<file path="config.mk">
export PLATFORM = sky130hd
export DESIGN_NAME = fifo_wr_arbiter
export DESIGN_NICKNAME = d
export VERILOG_FILES = /design/src/rtl/fifo_arb_pkg.sv /design/src/rtl/fifo_wr_arbiter_rr_pick.sv /design/src/rtl/fifo_wr_arbiter.sv
export SDC_FILE = /design/constraint.sdc
export NUM_CORES = 1
export LEC_CHECK = 0
export ABC_AREA = 1
export BUFFER_PORTS_ARGS = -buffer_cell sky130_fd_sc_hd__buf_2
export CAP_MARGIN = 40
export CORE_ASPECT_RATIO = 0.75
export CORE_UTILIZATION = 47
export CTS_BUF_LIST = sky130_fd_sc_hd__clkbuf_2
export DETAILED_ROUTE_END_ITERATION = 6
export PLACE_DENSITY = 0.86
export SLEW_MARGIN = 15
export SYNTH_ARGS = -nofsm -noshare
export SYNTH_HDL_FRONTEND = slang
export SYNTH_HIERARCHICAL = 1
export SYNTH_SLANG_ARGS = --single-unit
</file>
<file path="constraint.sdc">
create_clock -name clk -period 2.7 [get_ports clk]
set_input_delay 0.27 -clock clk [delete_from_list [all_inputs] [get_ports clk]]
set_output_delay 0.27 -clock clk [all_outputs]
set_load 0.1 [all_outputs]
</file>
<file path="src/rtl/fifo_arb_pkg.sv">
// Shared types and constants for the FIFO write-port arbiter.
package fifo_arb_pkg;

    typedef enum logic [0:0] {ARB_IDLE, ARB_BURST} arb_state_t;

    localparam int STAT_WIDTH = 16;

endpackage

</file>
<file path="src/rtl/fifo_wr_arbiter_rr_pick.sv">
// Combinational round-robin picker: first set request above last_idx, wrapping.
module rr_pick #(
    parameter int NUM_REQ = 4
) (
    input  logic [NUM_REQ-1:0]         req,
    input  logic [$clog2(NUM_REQ)-1:0] last_idx,
    output logic [NUM_REQ-1:0]         pick_oh,
    output logic [$clog2(NUM_REQ)-1:0] pick_idx,
    output logic                       any_valid
);

    localparam int IDX_W = $clog2(NUM_REQ);

    always_comb begin
        int               cand;
        logic [IDX_W-1:0] cand_idx;
        pick_oh   = '0;
        pick_idx  = '0;
        any_valid = 1'b0;
        cand      = 0;
        cand_idx  = '0;
        for (int off = 1; off <= NUM_REQ; off++) begin
            cand = int'(last_idx) + off;
            if (cand >= NUM_REQ) cand = cand - NUM_REQ;
            cand_idx = IDX_W'(cand);
            if (!any_valid && req[cand_idx]) begin
                any_valid         = 1'b1;
                pick_idx          = cand_idx;
                pick_oh[cand_idx] = 1'b1;
            end
        end
    end

endmodule

</file>
<file path="src/rtl/fifo_wr_arbiter.sv">
// Round-robin burst arbiter for the shared FIFO write port.
// Optional per-requester transfer counters when ARB_STATS_EN is defined.
//
// state     | meaning
// ARB_IDLE  | no owner; pick next requester, no transfers this cycle
// ARB_BURST | owner locked; forward words until last or MAX_BURST beats
module fifo_wr_arbiter
    import fifo_arb_pkg::*;
#(
    parameter int NUM_REQ    = 4,
    parameter int DATA_WIDTH = 16,
    parameter int MAX_BURST  = 8
) (
    input  logic                          clk,
    input  logic                          reset,
    input  logic [NUM_REQ-1:0]            req_valid,
    input  logic [NUM_REQ-1:0]            req_last,
    input  logic [NUM_REQ*DATA_WIDTH-1:0] req_data,
    output logic [NUM_REQ-1:0]            req_ready,
    input  logic                          fifo_full,
    output logic                          fifo_wr,
    output logic [DATA_WIDTH-1:0]         fifo_wdata,
    output logic [NUM_REQ-1:0]            grant,
    output logic                          busy
`ifdef ARB_STATS_EN
    ,
    input  logic                          stats_clr,
    output logic [NUM_REQ*STAT_WIDTH-1:0] grant_cnt
`endif
);

    localparam int IDX_W = $clog2(NUM_REQ);
    localparam int CNT_W = $clog2(MAX_BURST) + 1;

    arb_state_t         state_q, state_d;
    logic [NUM_REQ-1:0] grant_q, grant_d;
    logic [IDX_W-1:0]   owner_q, owner_d;
    logic [IDX_W-1:0]   last_q, last_d;
    logic [CNT_W-1:0]   beat_q, beat_d;

    logic [NUM_REQ-1:0] pick_oh;
    logic [IDX_W-1:0]   pick_idx;
    logic               pick_any;

    rr_pick #(.NUM_REQ(NUM_REQ)) u_pick (
        .req       (req_valid),
        .last_idx  (last_q),
        .pick_oh   (pick_oh),
        .pick_idx  (pick_idx),
        .any_valid (pick_any)
    );

    always_ff @(posedge clk or posedge reset) begin
        if (reset) begin
            state_q <= ARB_IDLE;
            grant_q <= '0;
            owner_q <= '0;
            last_q  <= IDX_W'(NUM_REQ - 1);
            beat_q  <= '0;
        end else begin
            state_q <= state_d;
            grant_q <= grant_d;
            owner_q <= owner_d;
            last_q  <= last_d;
            beat_q  <= beat_d;
        end
    end

    always_comb begin
        logic xfer;
        state_d   = state_q;
        grant_d   = grant_q;
        owner_d   = owner_q;
        last_d    = last_q;
        beat_d    = beat_q;
        req_ready = '0;
        fifo_wr   = 1'b0;
        xfer      = 1'b0;
        case (state_q)
            ARB_IDLE: begin
                if (pick_any) begin
                    grant_d = pick_oh;
                    owner_d = pick_idx;
                    beat_d  = '0;
                    state_d = ARB_BURST;
                end
            end
            ARB_BURST: begin
                req_ready[owner_q] = ~fifo_full;
                xfer               = req_valid[owner_q] & ~fifo_full;
                fifo_wr            = xfer;
                if (xfer) begin
                    beat_d = beat_q + CNT_W'(1);
                    // Truncate on the beat that reaches MAX_BURST even without last.
                    if (req_last[owner_q] || (beat_q == CNT_W'(MAX_BURST - 1))) begin
                        state_d = ARB_IDLE;
                        grant_d = '0;
                        last_d  = owner_q;
                    end
                end
            end
            default: state_d = ARB_IDLE;
        endcase
    end

    assign fifo_wdata = req_data[int'(owner_q)*DATA_WIDTH +: DATA_WIDTH];
    assign grant      = grant_q;
    assign busy       = (state_q == ARB_BURST);

`ifdef ARB_STATS_EN
    logic [STAT_WIDTH-1:0] cnt_q [NUM_REQ];
    logic [STAT_WIDTH-1:0] cnt_d [NUM_REQ];

    always_comb begin
        grant_cnt = '0;
        for (int i = 0; i < NUM_REQ; i++) begin
            cnt_d[i] = cnt_q[i];
            // Clear has priority over a same-cycle increment.
            if (stats_clr) begin
                cnt_d[i] = '0;
            end else if (req_valid[i] && req_ready[i] && (cnt_q[i] != '1)) begin
                cnt_d[i] = cnt_q[i] + STAT_WIDTH'(1);
            end
            grant_cnt[i*STAT_WIDTH +: STAT_WIDTH] = cnt_q[i];
        end
    end

    always_ff @(posedge clk or posedge reset) begin
        if (reset) begin
            for (int i = 0; i < NUM_REQ; i++) cnt_q[i] <= '0;
        end else begin
            for (int i = 0; i < NUM_REQ; i++) cnt_q[i] <= cnt_d[i];
        end
    end
`endif

endmodule

</file>
# Yosys cells after proc, flatten, opt, wreduce, memory -nomap -nowiden

Cells that the tools add are included.

Register bits: 13
Output and inout bits: 26
Logic and storage cells: 107

Add/sub/neg operators: 9
Magnitude comparators: 14
Equal/unequal tests: 4
Shift-type cells: 1
Multiplexer cells: 51
Bitwise operators: 7
Reductions and logical operators: 16

Operator list:

| cell                                                              | number |
|---|---|
| indexed part select 64 x 7 -> 16 bit                              | 1 |
| 2-to-1 mux 4 bit                                                  | 10 |
| 2-to-1 mux 1 bit                                                  | 19 |
| 2-to-1 mux 2 bit                                                  | 8 |
| case mux 4 bit (2 select lines)                                   | 2 |
| < comparator 2 x 3 -> 1 bit, second input constant                | 5 |
| binary-select mux 1 bit (select 2 bit)                            | 6 |
| bitwise OR 4 bit                                                  | 3 |
| demux 1 bit (select 2 bit)                                        | 5 |
| greater-or-equal comparator 2 x 1 -> 1 bit, second input constant | 5 |
| greater-or-equal comparator 3 bit, second input constant          | 3 |
| logical AND 1 bit                                                 | 8 |
| subtractor 2 x 1 -> 2 bit, second input constant                  | 4 |
| adder 2 x 2 -> 3 bit, second input constant                       | 2 |
| AND reduction 3 bit                                               | 2 |
| adder 2 x 3 -> 4 bit, second input constant                       | 1 |
| adder 4 x 1 -> 4 bit, second input constant                       | 1 |
| AND 4 bit                                                         | 1 |
| equality test 4 x 3 -> 1 bit, second input constant               | 1 |
| greater-or-equal comparator 4 x 3 -> 1 bit, second input constant | 1 |
| != test 2 x 1 -> 1 bit, second input constant                     | 2 |
| AND reduction 2 bit                                               | 2 |
| adder 2 x 1 -> 3 bit, second input constant                       | 1 |
| logical NOT 1 bit                                                 | 3 |
| 5 further kinds                                                   | 6 |

# Longest topological paths before layout

Word-level depth: 17
Mapped depth: 11
Depth with buffers taken out: 11

# Modules after synthesis

Netlist, hierarchy kept.

Modules (own cells, without submodules):

| module          | instances | cells an instance | area each (um^2) | seq. area each (um^2) |
|---|---|---|---|---|
| fifo_wr_arbiter | 1         | 159               | 1,106.1          | 327.8 |
| rr_pick         | 1         | 74                | 457.9            | 0.0 |

# Worst setup path after synthesis

Ideal clock, no wire load.

Path kind: reg2out
Start point: register state_q, in the netlist busy
End point: output port req_ready[0]
Arrival: 3.473 ns
Setup slack: -1.043 ns
Stages on the path, launching flop included: 5
Cells stage by stage: dfrtp_1 inv_1 nor2_1 inv_1 nor3_1

Cells in the longest elaborated chain, start to end: 1

RTL lines:

| element                | RTL line              | source |
|---|---|---|
| from (decl)            | fifo_wr_arbiter.sv:35 | `arb_state_t state_q, state_d;` |
| from (signal assigned) | fifo_wr_arbiter.sv:61 | `state_q <= state_d;` |
| 2-to-1 mux 4 bit       | fifo_wr_arbiter.sv:79 | `case (state_q)` |
| to (decl)              | fifo_wr_arbiter.sv:19 | `output logic [NUM_REQ-1:0] req_ready,` |

No other way between the ends.

# Worst setup path after layout

Start point: register owner_q[0]
End point: output port fifo_wdata[6]

Cells in the longest elaborated chain, start to end: 1

RTL lines:

| element                              | RTL line               | source |
|---|---|---|
| from (decl)                          | fifo_wr_arbiter.sv:37  | `logic [IDX_W-1:0] owner_q, owner_d;` |
| from (signal assigned)               | fifo_wr_arbiter.sv:63  | `owner_q <= owner_d;` |
| indexed part select 64 x 7 -> 16 bit | fifo_wr_arbiter.sv:106 | `assign fifo_wdata = req_data[int'(owner_q)*DATA_WIDTH +: DATA_WIDTH];` |
| to (decl)                            | fifo_wr_arbiter.sv:22  | `output logic [DATA_WIDTH-1:0] fifo_wdata,` |

No other way between the ends.

==> impl_metrics.tcl <==
set metrics [dict create \
    die_width_um 68.6 \
    antenna_found_initial 0 \
    die_h_um 52.0 \
    endpoint_kind "output pin" \
    row_count 17 \
    cts_buffers 3 \
    drt-pass1-iter-count 5 \
    io_buffers 100 \
    placed_area_sq_um 2350 \
    clkSlewWorstSetupHoldPaths_ns 0.13 \
    clk_latency_ns 0.29 \
    grt_pass1_vias 1899 \
    routedWlPerCell_um 14.0 \
    start_kind "flop" \
    initial_core_util 0.514 \
    path_delay_family "simple AND/OR/NAND/NOR gates" \
    n_fill_cell 228 \
    crit_arrival_ns 2.15 \
    dp_cells 364 \
    gp_congestion 0.863 \
    syn_area_per_cell_sq_um 6.71 \
    period_share 0.896 \
    initialDrtViolationCount 179 \
    nets 416 \
    drc_errors 0 \
    ant_nets 0 \
    synth_fp_nets 317 \
    max_stage_delay_ns 0.57 \
    htreeDepth 1 \
    cts_buffer_depth 2 \
    cpMaxStageDelayCell "nor2_2" \
    synth_cells 233 \
    num_vias 2074 \
    die-area_sq_um 3560 \
    drv_cap 0 \
    area_growth_pct 51.9 \
    finalNonFillerCells 369 \
    io_pins 101 \
    hpwl_um 4200 \
    max_freq_mhz 414 \
    coreArea_sq_um 3040 \
    place_ws_ns 0.462 \
    setup_viol 0 \
    path_max_fanout 24 \
    ys_ff_latch 13 \
    cts.sinks 13 \
    final_cell_area_sq_um 2380 \
    required_ns 2.43 \
    rsz0062_at_grt "false" \
    grt_max_degree 25 \
    postCtsSetupRepairBufs 0 \
    finalWorstSetupSlack_ns 0.282 \
    slew_headroom 0.560 \
    drt-vias-per-instance 5.62 \
    hold_path.class "flop to flop" \
    tightestPinTransition_ns 0.660 \
    yosysWarnings 6 \
    clock_skew_ns 0.0104 \
    hold_buffers 1 \
    status "finished clean" \
    num_antenna_cells 0 \
    cts_tree "yes" \
    critPathKind "flop to output pin" \
    hold_viol 0 \
    routed_wirelength_um 5170 \
    path_cells "inv_2 -> nor2_2 -> a22oi_1 -> nand3_1 -> buf_12" \
    ys_types 29 \
    grt_usage 0.308 \
    cts-root-buf "clkbuf_2" \
    grt_pass1_wl_um 8220 \
    cts_resized 0 \
    crit_buf_inv 2 \
    layout-drive-gt1-share 0.408 \
    grt_overflow_total 0 \
    timing_max_transition_violations_final 0 \
    synth_area_sq_um 1560 \
    yosysSeqAreaShare 0.210 \
    min_period_ns 2.42 \
]
-- through the flow --
stage	TNS (ns)	utilization	hold slack, ns
2_1_floorplan	-0.847	-	0.146
3_3_place_gp	0	0.771	0.305
3_5_place_dp	0	0.771	0.317
4_1_cts	0	0.781	0.493
5_1_grt	0	0.781	0.546
6_report	0	0.781	0.489
-- sequential cells by signal, indices dropped and copies added, names as in the netlist --
register,flops
busy,1
grant,4
owner_q,2
beat_q,4
last_q,2
-- worst min-delay path, stage by stage (launching register included) --
cell and delay [ns]:
dfrtp_1 0.37, nand2_1 0.05, nand2_1 0.05
-- worst paths after layout --
| check | startpoint | end | slack [ns] | depth (start not counted) |
|---|---|---|---|---|
| worst max register to register | last_q[0]$_DFFE_PP1P_ | beat_q[2]$_DFFE_PP0P_ | 0.37 | 10 |
| worst min register to register | beat_q[3]$_DFFE_PP0P_ | beat_q[3]$_DFFE_PP0P_ | 0.49 | 2 |
| worst min-delay path | beat_q[3]$_DFFE_PP0P_ | beat_q[3]$_DFFE_PP0P_ | 0.49 | 2 |
| max in group asynchronous | reset | last_q[0]$_DFFE_PP1P_ | 1.79 | 3 |
| min in group asynchronous | reset | grant[1]$_DFFE_PP0P_ | 0.55 | 3 |
| worst max-delay path | owner_q[0]$_DFFE_PP0P_ | fifo_wdata[6] | 0.28 | 5 |
-- cell usage in the layout, fill, tap and decap left out --
cell / Yosys / final
a31oi_1: 1 / 1
nand2_2: 6 / 6
inv_2: 3 / 3
nand2_1: 43 / 43
nor2_2: 4 / 4
nand3_2: 1 / 1
inv_1: 12 / 12
o21ai_0: 3 / 3
nor2_8: 2 / 2
dlygate4sd3_1: 0 / 1
clkbuf_2: 0 / 4
a21oi_1: 5 / 5
dfstp_2: 2 / 2
inv_4: 1 / 1
dfrtp_1: 11 / 11
nand4_1: 6 / 6
a22oi_1: 16 / 16
nor2_1: 4 / 4
buf_12: 0 / 16
a21boi_0: 4 / 4
nand3_1: 76 / 76
nor2_4: 2 / 2
o21ai_1: 2 / 2
nand2_4: 2 / 2
a21oi_2: 1 / 1
buf_2: 3 / 84
buf_4: 2 / 3
o21a_1: 1 / 1
xor2_1: 2 / 2
nor3_2: 0 / 4
ha_1: 9 / 9
-- layer usage --
metal / wire length (um) / global-route usage
met4: 116 / 0.104
met2: 2600 / 0.523
met5: 0 / 0
met3: 325 / 0.0636
met1: 2120 / 0.382
-- cell usage after synthesis --
library cell | n | area (sq um)
nand3_1 | 76 | 380
nand2_1 | 43 | 161
a22oi_1 | 16 | 120
inv_1 | 12 | 45.0
dfrtp_1 | 11 | 275
ha_1 | 9 | 113
nand2_2 | 6 | 37.5
nand4_1 | 6 | 37.5
a21oi_1 | 5 | 25.0
clkbuf_1 | 5 | 18.8
a21boi_0 | 4 | 30.0
nor2_1 | 4 | 15.0
nor2_2 | 4 | 25.0
nor3_1 | 4 | 20.0
buf_2 | 3 | 15.0
inv_2 | 3 | 11.3
o21ai_0 | 3 | 15.0
buf_4 | 2 | 15.0
dfstp_2 | 2 | 52.6
nand2_4 | 2 | 22.5
nor2_4 | 2 | 22.5
nor2_8 | 2 | 40.0
o21ai_1 | 2 | 10.0
xor2_1 | 2 | 17.5
a21oi_2 | 1 | 8.76
a31oi_1 | 1 | 6.26
inv_4 | 1 | 6.26
nand3_2 | 1 | 10.0
o21a_1 | 1 | 7.51
-- final cells by class --
type	count	area [sq um]	area share
sequential	13	328	0.138
inverter	16	62.6	0.0263
tap	38	47.5	0.0200
clock buffer	4	20.0	0.00843
multi-input combinational	194	1140	0.482
timing repair buffer	104	773	0.325
-- kinds of logic (layout without fill, tap and decap cells) --
family / Yosys count / after routing / synth area share
flip-flops: 13 / 13 / 0.210
AND/OR/NAND/NOR: 150 / 150 / 0.494
buffers and inverters: 26 / 124 / 0.0712
adder cells (fa/ha/maj): 9 / 9 / 0.0720
XOR/XNOR: 2 / 2 / 0.0112
AO/OA/AOI/OAI: 33 / 33 / 0.142
Power is left out: the tool's default activity adds up to more than one toggle a clock period on the data nets, which glitch-free logic cannot reach.
